`src/rtl/decode_stage.sv`:
```
// rtl/decode_stage.sv - RV32I decode stage with one output pipeline register
// Decodes format, immediate and legality, captures rs1/rs2 data, valid/ready handshake both sides.
module decode_stage #(
  parameter int XLEN = 32
) (
  input  logic            clk,
  input  logic            rst_n,
  input  logic            flush,
  input  logic            if_valid,
  output logic            if_ready,
  input  logic [31:0]     if_instr,
  input  logic [XLEN-1:0] if_pc,
  output logic [4:0]      rf_rs1_addr,
  output logic [4:0]      rf_rs2_addr,
  input  logic [XLEN-1:0] rf_rs1_data,
  input  logic [XLEN-1:0] rf_rs2_data,
  output logic            de_valid,
  input  logic            de_ready,
  output logic [XLEN-1:0] de_pc,
  output logic [6:0]      de_opcode,
  output logic [2:0]      de_funct3,
  output logic [6:0]      de_funct7,
  output logic [4:0]      de_rd,
  output logic            de_rd_we,
  output logic [XLEN-1:0] de_rs1_data,
  output logic [XLEN-1:0] de_rs2_data,
  output logic [XLEN-1:0] de_imm,
  output logic [2:0]      de_fmt,
  output logic            de_illegal
);

  localparam logic [6:0] OP_OP     = 7'b0110011;
  localparam logic [6:0] OP_IMM    = 7'b0010011;
  localparam logic [6:0] OP_LOAD   = 7'b0000011;
  localparam logic [6:0] OP_JALR   = 7'b1100111;
  localparam logic [6:0] OP_FENCE  = 7'b0001111;
  localparam logic [6:0] OP_SYSTEM = 7'b1110011;
  localparam logic [6:0] OP_STORE  = 7'b0100011;
  localparam logic [6:0] OP_BRANCH = 7'b1100011;
  localparam logic [6:0] OP_LUI    = 7'b0110111;
  localparam logic [6:0] OP_AUIPC  = 7'b0010111;
  localparam logic [6:0] OP_JAL    = 7'b1101111;

  localparam logic [2:0] FMT_R = 3'd0;
  localparam logic [2:0] FMT_I = 3'd1;
  localparam logic [2:0] FMT_S = 3'd2;
  localparam logic [2:0] FMT_B = 3'd3;
  localparam logic [2:0] FMT_U = 3'd4;
  localparam logic [2:0] FMT_J = 3'd5;

  logic [6:0]      w_opcode;
  logic [2:0]      w_funct3;
  logic [6:0]      w_funct7;
  logic [4:0]      w_rd;
  logic            w_legal;
  logic            w_no_rd;
  logic [2:0]      w_fmt_raw;
  logic [2:0]      w_fmt;
  logic [XLEN-1:0] w_imm;
  logic            w_rd_we;
  logic            w_accept;

  logic            r_valid;
  logic [XLEN-1:0] r_pc;
  logic [6:0]      r_opcode;
  logic [2:0]      r_funct3;
  logic [6:0]      r_funct7;
  logic [4:0]      r_rd;
  logic            r_rd_we;
  logic [XLEN-1:0] r_rs1_data;
  logic [XLEN-1:0] r_rs2_data;
  logic [XLEN-1:0] r_imm;
  logic [2:0]      r_fmt;
  logic            r_illegal;

  assign w_opcode    = if_instr[6:0];
  assign w_funct3    = if_instr[14:12];
  assign w_funct7    = if_instr[31:25];
  assign w_rd        = if_instr[11:7];
  assign rf_rs1_addr = if_instr[19:15];
  assign rf_rs2_addr = if_instr[24:20];

  // Opcode classification and per-opcode funct legality.
  always_comb begin
    w_legal   = 1'b1;
    w_no_rd   = 1'b0;
    w_fmt_raw = FMT_R;
    case (w_opcode)
      OP_OP: begin
        w_fmt_raw = FMT_R;
        w_legal   = (w_funct7 == 7'b0000000) ||
                    ((w_funct7 == 7'b0100000) && ((w_funct3 == 3'b000) || (w_funct3 == 3'b101)));
      end
      OP_IMM: begin
        w_fmt_raw = FMT_I;
        if (w_funct3 == 3'b001)
          w_legal = (w_funct7 == 7'b0000000);
        else if (w_funct3 == 3'b101)
          w_legal = (w_funct7 == 7'b0000000) || (w_funct7 == 7'b0100000);
      end
      OP_LOAD: begin
        w_fmt_raw = FMT_I;
        w_legal   = (w_funct3 != 3'b011) && (w_funct3 != 3'b110) && (w_funct3 != 3'b111);
      end
      OP_JALR: begin
        w_fmt_raw = FMT_I;
        w_legal   = (w_funct3 == 3'b000);
      end
      OP_FENCE, OP_SYSTEM: begin
        w_fmt_raw = FMT_I;
        w_no_rd   = 1'b1;
      end
      OP_STORE: begin
        w_fmt_raw = FMT_S;
        w_no_rd   = 1'b1;
        w_legal   = (w_funct3 == 3'b000) || (w_funct3 == 3'b001) || (w_funct3 == 3'b010);
      end
      OP_BRANCH: begin
        w_fmt_raw = FMT_B;
        w_no_rd   = 1'b1;
        w_legal   = (w_funct3 != 3'b010) && (w_funct3 != 3'b011);
      end
      OP_LUI, OP_AUIPC: w_fmt_raw = FMT_U;
      OP_JAL:           w_fmt_raw = FMT_J;
      default:          w_legal   = 1'b0;
    endcase
    if (if_instr[1:0] != 2'b11)
      w_legal = 1'b0;
  end

  // Illegal encodings collapse to R format with a zero immediate.
  always_comb begin
    w_fmt = w_legal ? w_fmt_raw : FMT_R;
    w_imm = '0;
    case (w_fmt)
      FMT_I: w_imm = {{(XLEN-12){if_instr[31]}}, if_instr[31:20]};
      FMT_S: w_imm = {{(XLEN-12){if_instr[31]}}, if_instr[31:25], if_instr[11:7]};
      FMT_B: w_imm = {{(XLEN-13){if_instr[31]}}, if_instr[31], if_instr[7],
                      if_instr[30:25], if_instr[11:8], 1'b0};
      FMT_U: w_imm = {if_instr[31:12], 12'b0};
      FMT_J: w_imm = {{(XLEN-21){if_instr[31]}}, if_instr[31], if_instr[19:12],
                      if_instr[20], if_instr[30:21], 1'b0};
      default: w_imm = '0;
    endcase
    w_rd_we = w_legal && !w_no_rd && (w_rd != 5'd0);
  end

  assign if_ready = !flush && (!r_valid || de_ready);
  assign w_accept = if_valid && if_ready;

  always_ff @(posedge clk or negedge rst_n) begin
    if (!rst_n) begin
      r_valid    <= 1'b0;
      r_pc       <= '0;
      r_opcode   <= '0;
      r_funct3   <= '0;
      r_funct7   <= '0;
      r_rd       <= '0;
      r_rd_we    <= 1'b0;
      r_rs1_data <= '0;
      r_rs2_data <= '0;
      r_imm      <= '0;
      r_fmt      <= '0;
      r_illegal  <= 1'b0;
    end else if (flush) begin
      r_valid <= 1'b0;
    end else if (w_accept) begin
      r_valid    <= 1'b1;
      r_pc       <= if_pc;
      r_opcode   <= w_opcode;
      r_funct3   <= w_funct3;
      r_funct7   <= w_funct7;
      r_rd       <= w_rd;
      r_rd_we    <= w_rd_we;
      r_rs1_data <= rf_rs1_data;
      r_rs2_data <= rf_rs2_data;
      r_imm      <= w_imm;
      r_fmt      <= w_fmt;
      r_illegal  <= !w_legal;
    end else if (de_ready) begin
      r_valid <= 1'b0;
    end
  end

  assign de_valid    = r_valid;
  assign de_pc       = r_pc;
  assign de_opcode   = r_opcode;
  assign de_funct3   = r_funct3;
  assign de_funct7   = r_funct7;
  assign de_rd       = r_rd;
  assign de_rd_we    = r_rd_we;
  assign de_rs1_data = r_rs1_data;
  assign de_rs2_data = r_rs2_data;
  assign de_imm      = r_imm;
  assign de_fmt      = r_fmt;
  assign de_illegal  = r_illegal;

endmodule

```
`config.mk`:
```
export PLATFORM = sky130hd
export DESIGN_NAME = decode_stage
export DESIGN_NICKNAME = d
export VERILOG_FILES = /design/src/rtl/decode_stage.sv
export SDC_FILE = /design/constraint.sdc
export NUM_CORES = 1
export LEC_CHECK = 0
export CAP_MARGIN = 30
export CORE_ASPECT_RATIO = 0.6
export CORE_MARGIN = 5
export CORE_UTILIZATION = 34
export DETAILED_ROUTE_END_ITERATION = 16
export PLACE_DENSITY = 0.68
export SLEW_MARGIN = 20
export SYNTH_ARGS = -nofsm -noshare
export SYNTH_HDL_FRONTEND = slang
export SYNTH_SLANG_ARGS = --single-unit
```
`constraint.sdc`:
```
create_clock -name clk -period 2.1 [get_ports clk]
set_input_delay 0.63 -clock clk [delete_from_list [all_inputs] [get_ports clk]]
set_output_delay 0.63 -clock clk [all_outputs]
set_load 0.1 [all_outputs]
```
Word-level counts from Yosys, hierarchy flattened
Cells that the tools add are included.

storage, ports and cells
  flip-flop bits (word level) = 156
  input port bits = 133
  output and inout port bits = 167

operators by class
  multiplexer cells = 11
  reduce and logical (&&, ||, !) cells = 27
  eq/ne operators = 25
  bitwise logic cells = 1

operators with widths
  operator                                                                  count
  32-bit one-hot mux with 5 select lines                                    1
  7-bit by 6-bit equality test with 1-bit output (second input constant)    4
  7-bit equality test (second input constant)                               4
  3-bit one-hot mux with 5 select lines                                     1
  7-bit by 5-bit equality test with 1-bit output (second input constant)    2
  5-bit OR reduction                                                        2
  3-bit by 2-bit equality test with 1-bit output (second input constant)    3
  3-bit equality test (second input constant)                               3
  1-bit logical AND                                                         8
  7-bit by 2-bit equality test with 1-bit output (second input constant)    1
  7-bit by 4-bit equality test with 1-bit output (second input constant)    1
  7-bit logical NOT                                                         1
  1-bit 2-to-1 mux                                                          7
  1-bit one-hot mux with 7 select lines                                     1
  3-bit by 1-bit equality test with 1-bit output (second input constant)    2
  1-bit logical OR                                                          6
  3-bit by 2-bit inequality test with 1-bit output (second input constant)  2
  3-bit inequality test (second input constant)                             2
  5-bit nonzero test                                                        1
  1-bit logical NOT                                                         4
  4-bit OR reduction                                                        1
  3-bit logical NOT                                                         1
  3-bit 2-to-1 mux                                                          1
  3-bit nonzero test                                                        1
  4 further kinds                                                           4

Depth between registers and ports, before layout
Gate-level depths: netlist of the first run.

  depth in word-level cells = 9
  depth in mapped cells = 9

Worst setup path after synthesis of the first run
Ideal clock, no wire load.

  path type = register -> register
  start = register r_valid (netlist: de_valid)
  end = register r_pc[12] (netlist: de_pc[12])
  buffers on the path = 2
  setup slack = -1.546 ns
  stages on the path, launching flop included = 8
  arrival = 3.526 ns
  period minus slack after synthesis = 3.646 ns
  setup time = 0.120 ns
  cells stage by stage = dfrtp_1 -> nor2b_1 -> nor2_1 -> nand2_1 -> clkbuf_1 -> clkbuf_1 -> nand2_1 -> nand2_1

between the ends
  word-level cells in the longest chain between the ends = 5

RTL lines
  item                           RTL line  source
  from (decl)                    63        logic r_valid;
  from (signal assigned)         153       r_valid <= 1'b0;
  from (signal assigned)         166       r_valid <= 1'b0;
  from (signal assigned)         168       r_valid <= 1'b1;
  1-bit logical NOT              148       assign if_ready = !flush && (!r_valid || de_ready);
  1-bit logical OR               148
  1-bit logical AND              148
  via if_ready                   10        output logic if_ready,
  1-bit logical AND              149       assign w_accept = if_valid && if_ready;
  2-bit AND reduction (no line)  --
  to (signal assigned)           169       r_pc <= if_pc;
  to (decl)                      64        logic [XLEN-1:0] r_pc;

The timed path passes the listed nets, and every way through them passes these cells.
A chain may end at the register's enable or synchronous reset.

Final worst setup path of the first run
  start = input port flush
  end = output port if_ready

between the ends
  word-level cells in the longest chain between the ends = 2

RTL lines
  item               RTL line  source
  from (decl)        8         input logic flush,
  1-bit logical NOT  148
  1-bit logical AND  148
  to (decl)          10

Every way passes these cells.

==> results of run 1 <==
==> flip-flops by register name, summed over array words and instances (netlist names) <==
name,count
de_imm,32
de_illegal,1
de_pc,32
de_fmt,3
de_rs1_data,32
de_rd,5
de_funct7,7
de_funct3,3
de_valid,1
de_rd_we,1
de_opcode,7
de_rs2_data,32
==> worst max-delay path, delay by kind of cell <==
kind                   cells  cell delay [ns]
AND/OR/NAND/NOR            1             0.16
buffers and inverters      2             0.64
==> worst min path at each step <==
stage	from	to	slack, ns
finish	rst_n	de_pc[1]$_DFFE_PN0P_	0.13
floorplan	rst_n	de_fmt[0]$_DFFE_PN0P_	0.33
global placement	de_rs2_data[29]$_DFFE_PN0P_	de_rs2_data[29]$_DFFE_PN0P_	0.52
global route	rst_n	de_pc[14]$_DFFE_PN0P_	0.14
detailed placement	de_rs2_data[30]$_DFFE_PN0P_	de_rs2_data[30]$_DFFE_PN0P_	0.52
CTS	rst_n	de_pc[13]$_DFFE_PN0P_	0.13
==> timing repair <==
action	4_1_cts	5_1_grt
endpoints found under the hold margin	0	0
setup endpoints to repair	36	30
resized for setup	19	14
buffers inserted	3	1
pin swaps	11	11
==> per-stage QoR <==
stage | setup WS, ns | power [uW] | TNS, ns
final | 0.03866 | 12700 | 0
after global routing | 0.003745 | 13150 | 0
after CTS | -0.003407 | 12810 | -0.003407
after detailed placement | -0.9821 | 9903 | -34.39
after global placement | -0.9433 | 9847 | -32.10
after floorplan | -0.06163 | 7228 | -7.144
==> kinds of logic (layout without fill, tap and decap cells) <==
group | count (synthesis) | count (layout) | share of synthesized area
AO/OA/AOI/OAI | 60 | 60 | 0.06856
XOR/XNOR | 2 | 2 | 0.002719
buffers and inverters | 53 | 397 | 0.04117
AND/OR/NAND/NOR | 451 | 451 | 0.2799
multiplexers | 1 | 1 | 0.001748
flip-flops | 156 | 156 | 0.6059
==> cell type report <==
cell class	count	share of cell area
Multi-Input combinational cell	514	0.1898
Sequential cell	156	0.3142
Clock buffer	18	0.03532
Inverter	2	0.0006037
Clock inverter	13	0.008552
Timing Repair Buffer	364	0.4268
Tap cell	246	0.02475
==> cells in the mapped netlist (4+ instances only) <==
cell | instances | area [um2]
a21oi_1 | 18 | 90.09
a21oi_2 | 10 | 87.58
a22o_1 | 6 | 52.55
buf_2 | 5 | 25.02
buf_4 | 10 | 75.07
clkbuf_1 | 33 | 123.9
dfrtp_1 | 156 | 3904
nand2_1 | 386 | 1449
nand2b_1 | 4 | 25.02
nand3_1 | 7 | 35.03
nand4_1 | 5 | 31.28
nor2_1 | 31 | 116.4
o21ai_0 | 8 | 40.04
==> routing by layer <==
layer  vias up  wire (um)  track usage
li1       2930          -            -
met1      2956      10040       0.2782
met2       215      10010       0.3090
met3        10       2098      0.08393
met4         0        180      0.03812
met5         -          0            0
==> placed cells by master (no fill, tap or decap), drive strengths merged, types with 7 or more instances in the layout <==
master           n
nand2          386
buf            233
dfrtp          156
clkdlybuf4s50  116
nor2            31
a21oi           28
clkbuf          20
o21ai            8
nand3            8
dlygate4sd2      7
inv              7
==> power by group <==
group / switching (uW) / internal (uW) / leakage (uW)
clock network: 1310 / 1560 / 0.000248
registers: 440 / 3410 / 0.00194
logic: 3880 / 2090 / 0.00378
total: 5630 / 7060 / 0.00597
==> out/qor.yml, run 1 <==
reg2reg_setup_slack_ns: 0.43
grt_pass1_vias: 6246
hold_path_class: "input port to async pin"
avgSynthCellArea_um2: 8.911
place_area_um2: 11790
worstMarginPinSlew_ns: 0.4007
die_height_um: 116.6
clock_latency_ns: 0.41
setup_viol: 0
synth.net_count: 856
antenna_left: 0
io_buffers: 299
cts_max_path_buffers: 2
fin_cells: 1313
r2r_start: "de_valid$_DFFE_PN0P_"
design_area_um2: 12440
cts_num_sinks: 156
dp_hpwl_um: 17360
viasPerCell: 4.654
cp-start-kind: "input port"
max_freq_ghz: 0.4851
cp_cell_sequence: "clkdlybuf4s50_1, nor2_4, buf_12"
drc: 0
fin_util: 0.6602
p_leak_uw: 0.005966
post_drt_wl_per_cell_um: 17.01
fin_nets: 1188
seq_area_um2: 3908
status: "completed"
num_rows: 39
cp_slowest_cell: "clkdlybuf4s50_1"
first_iter_violations: 340
vias: 6111
fin_hold_ws_ns: 0.1265
synth-seq-area-share: 0.6059
crit_start: "flush"
antenna_found_initial: 0
fin_crit_sh: 0.9816
period_minus_slack_ns: 2.061
htreeDepth: 4
drt_first_pass_iters: 6
yosysUniqueCellTypes: 46
hold_viol_final: 0
start_util: 0.3420
grt_usage: 0.2033
end_kind: "output port"
crit_path_end: "if_ready"
die-area_um2: 21890
max_cap_viol_count: 0
grt_remaining_overflow: 0
place_congestion: 0.8467
fin_worst_skew_ns: 0.008084
tritoncts: "yes"
critPathKind: "input port to output port"
area_delta_synth_final_pct: 93.03
io_pins: 300
synth_edf_count: 0
cts_made_buffers: 17
grt_pass1_wl_um: 35270
drive_above_1_share: 0.2784
ys.flop_type: "dfrtp_1"
slew_headroom: 0.7329
hold_buffers: 0
arrival_ns: 1.43
rr_endpoint: "de_imm[11]$_DFFE_PN0P_"
dp.cells: 1278
power_density_nw_per_um2: 1021
core_area_um2: 18840
r2r_cells: 7
grt_max_degree: 53
antenna_cells: 0
async_flop_share: 1.000
slowest_delay_ns: 0.46
path_clk_slew_ns: 0.07
syn_area_um2: 6442
netlist_instances: 723
drv_slew: 0
yosysWarnings: 0
multiInputGateArea_um2: 2360
wl_um: 22330
die_w_um: 187.7
path_max_fanout: 2
cp.required_ns: 1.47
ys_ff_latch: 156
cts-root-buf: "clkbuf_16"
fillCellCount: 1443
rsz0062_at_grt: "no"
ir_worst_vdd_mv: 0.5512
No activity file was read; power rests on OpenSTA's default activity.
==> inputs of run 2 (changes only) <==
- CORE_ASPECT_RATIO: 0.6 -> unset
- CORE_MARGIN: 5 -> unset
- CTS_CLUSTER_DIAMETER: unset -> 30
==> run 2 against run 1 <==
- sequential power about the same
- clock skew down 0.0022 ns
- final cell count down 0.69%
- largest cell class unchanged
- sequential share of layout area down 0.26 points
==> out/qor.yml, run 2 (synthesized netlist as in run 1, its figures left out) <==
antenna_cells: 0  # unchanged
hold_path_class: "input port to async pin"
place_congestion: 0.9068  # +7.1%
viasPerCell: 4.669  # +0.33%
die_height_um: 139.7  # +20%
swShare: 0.4263  # -0.01737
critPathKind: "input port to register"
layout_commonest_cell: "nand2_1"
path_max_fanout: 8  # +6
grt_max_degree: 54  # +1.9%
fin_worst_skew_ns: 0.005860  # -0.002223 ns
fin_util: 0.6864  # +0.02619
num_rows: 49  # +26%
hold_viol_final: 0  # unchanged
cts_num_sinks: 156  # unchanged
arrival_ns: 2.41  # +0.98 ns
start_util: 0.3526  # +0.01059
hold_buffers: 0  # unchanged
power_density_nw_per_um2: 1034  # +1.3%
grt_usage: 0.2229  # +0.01954
max_cap_viol_count: 0  # unchanged
fin_nets: 1197  # +0.76%
io_buffers: 299  # unchanged
cts-root-buf: "clkbuf_16"
rsz0062_at_grt: "no"
power.switching_uw: 5529  # -1.8%
cp.required_ns: 2.44  # +0.97 ns
cp-start-kind: "input port"
slew_headroom: 0.6983  # -0.03455
htreeDepth: 4  # unchanged
vias: 6089  # -0.36%
design_area_um2: 12540  # +0.85%
die-area_um2: 19500  # -11%
p_seq_frac: 0.297  # -0.006
grt_pass1_vias: 6261  # +0.24%
cts_made_buffers: 17  # unchanged
end_kind: "register"
clock_power_share: 0.243  # +0.017
post_drt_wl_per_cell_um: 16.16  # -5.0%
fin_crit_sh: 0.9823  # about the same
worstMarginPinSlew_ns: 0.4525  # +0.05183 ns
core_area_um2: 18270  # -3.0%
pwr-share-comb: 0.461  # -0.010
drt_first_pass_iters: 4  # -2
antenna_left: 0  # unchanged
first_iter_violations: 312  # -8.2%
drc: 0  # unchanged
clock_latency_ns: 0.42  # about the same
tritoncts: "yes"
max_freq_ghz: 0.4848  # about the same
wl_um: 21080  # -5.6%
fin_hold_ws_ns: 0.1410  # +0.01453 ns
ir_worst_vdd_mv: 0.5352  # -2.9%
layout_common_cells: "nand2_1 (385), buf_12 (180), dfrtp_1 (155), clkdlybuf4s50_1 (116), buf_4 (60)"
cts_max_path_buffers: 2  # unchanged
io_pins: 300  # unchanged
dp_hpwl_um: 16140  # -7.0%
place_area_um2: 11860  # +0.63%
die_w_um: 139.7  # -26%
p_leak_uw: 0.006008  # +0.71%
drv_slew: 0  # unchanged
setup_viol: 0  # unchanged
status: "completed"
p_int_uw: 7440  # +5.3%
antenna_found_initial: 0  # unchanged
grt_pass1_wl_um: 33620  # -4.7%
area_delta_synth_final_pct: 94.66
path_clk_slew_ns: 0.07  # about the same
drive_above_1_share: 0.2847  # +0.006301
period_minus_slack_ns: 2.063  # +0.001502 ns
grt_remaining_overflow: 0  # unchanged
-- run 2: changes by cell type in the layout (fill, tap and decap cells not counted), sizes merged --
cell / previous run / this run
buf: 233 / 242
inv: 7 / 3
clkinv: 2 / 3
bufinv: 0 / 3
dlygate4sd2: 7 / 14
clkinvlp: 6 / 3
dlymetal6s2s: 6 / 1
-- run 2: worst paths after layout --
path,from,cells past startpoint,slack (ns),end
setup / recovery,if_instr[26],10,0.04,de_imm[15]$_DFFE_PN0P_
hold / removal,rst_n,1,0.14,de_opcode[3]$_DFFE_PN0P_
setup reg to reg,de_valid$_DFFE_PN0P_,7,0.43,de_rs1_data[6]$_DFFE_PN0P_
hold reg to reg,de_rs2_data[31]$_DFFE_PN0P_,2,0.53,de_rs2_data[31]$_DFFE_PN0P_
max in group asynchronous,rst_n,2,1.35,de_imm[27]$_DFFE_PN0P_
min in group clk,de_rs2_data[31]$_DFFE_PN0P_,2,0.53,de_rs2_data[31]$_DFFE_PN0P_
-- run 2: worst max-delay path: stages --
cell	delay [ns]
dlygate4sd2_1	0.26
nor4_2	0.30
buf_4	0.19
nand3_2	0.07
o32a_1	0.36
nand3_4	0.12
buf_6	0.11
a31oi_4	0.09
buf_12	0.16
a21oi_4	0.13
-- run 2: final cells by class --
class,instances,area (um2)
flip-flops and latches,156,3908
clock inverters,10,140.1
well taps,229,286.5
multi-input cells,514,2370
clock buffers,20,456.7
fillers,1333,5729
inverters,2,7.507
repair buffers,373,5373
-- run 2: metrics by stage --
stage,setup TNS [ns],setup slack [ns],std cells,power (uW)
final,0,0.03716,1304,12970
after global routing,0,0.0004092,1304,13370
after CTS,0,0.005997,1304,13060
after detailed placement,-27.15,-0.6811,1272,9893
after global placement,-24.37,-0.6268,1272,9833
after floorplan,-7.144,-0.06163,723,7228
-- run 2: what timing repair did --
item	4_1_cts	5_1_grt
buffers inserted	2	0
resized for setup	25	6
endpoints found under the hold margin	0	0
setup endpoints to repair	35	14
pin swaps	10	3
-- run 2: power groups by stage --
stage	Combinational (uW)	Sequential (uW)	Clock (uW)
floorplan	607	6620	0
global placement	5950	3880	0
detailed placement	5990	3900	0
CTS	6010	3850	3200
global route	6150	3900	3310
finish	5970	3850	3150
-- run 2: per-layer routing --
layer | up-vias | wire length (um) | GRT usage
li1 | 2947 | - | -
met1 | 2879 | 8744 | 0.2781
met2 | 225 | 10420 | 0.3703
met3 | 38 | 1418 | 0.05747
met4 | 0 | 495 | 0.08676
met5 | - | 0 | 0
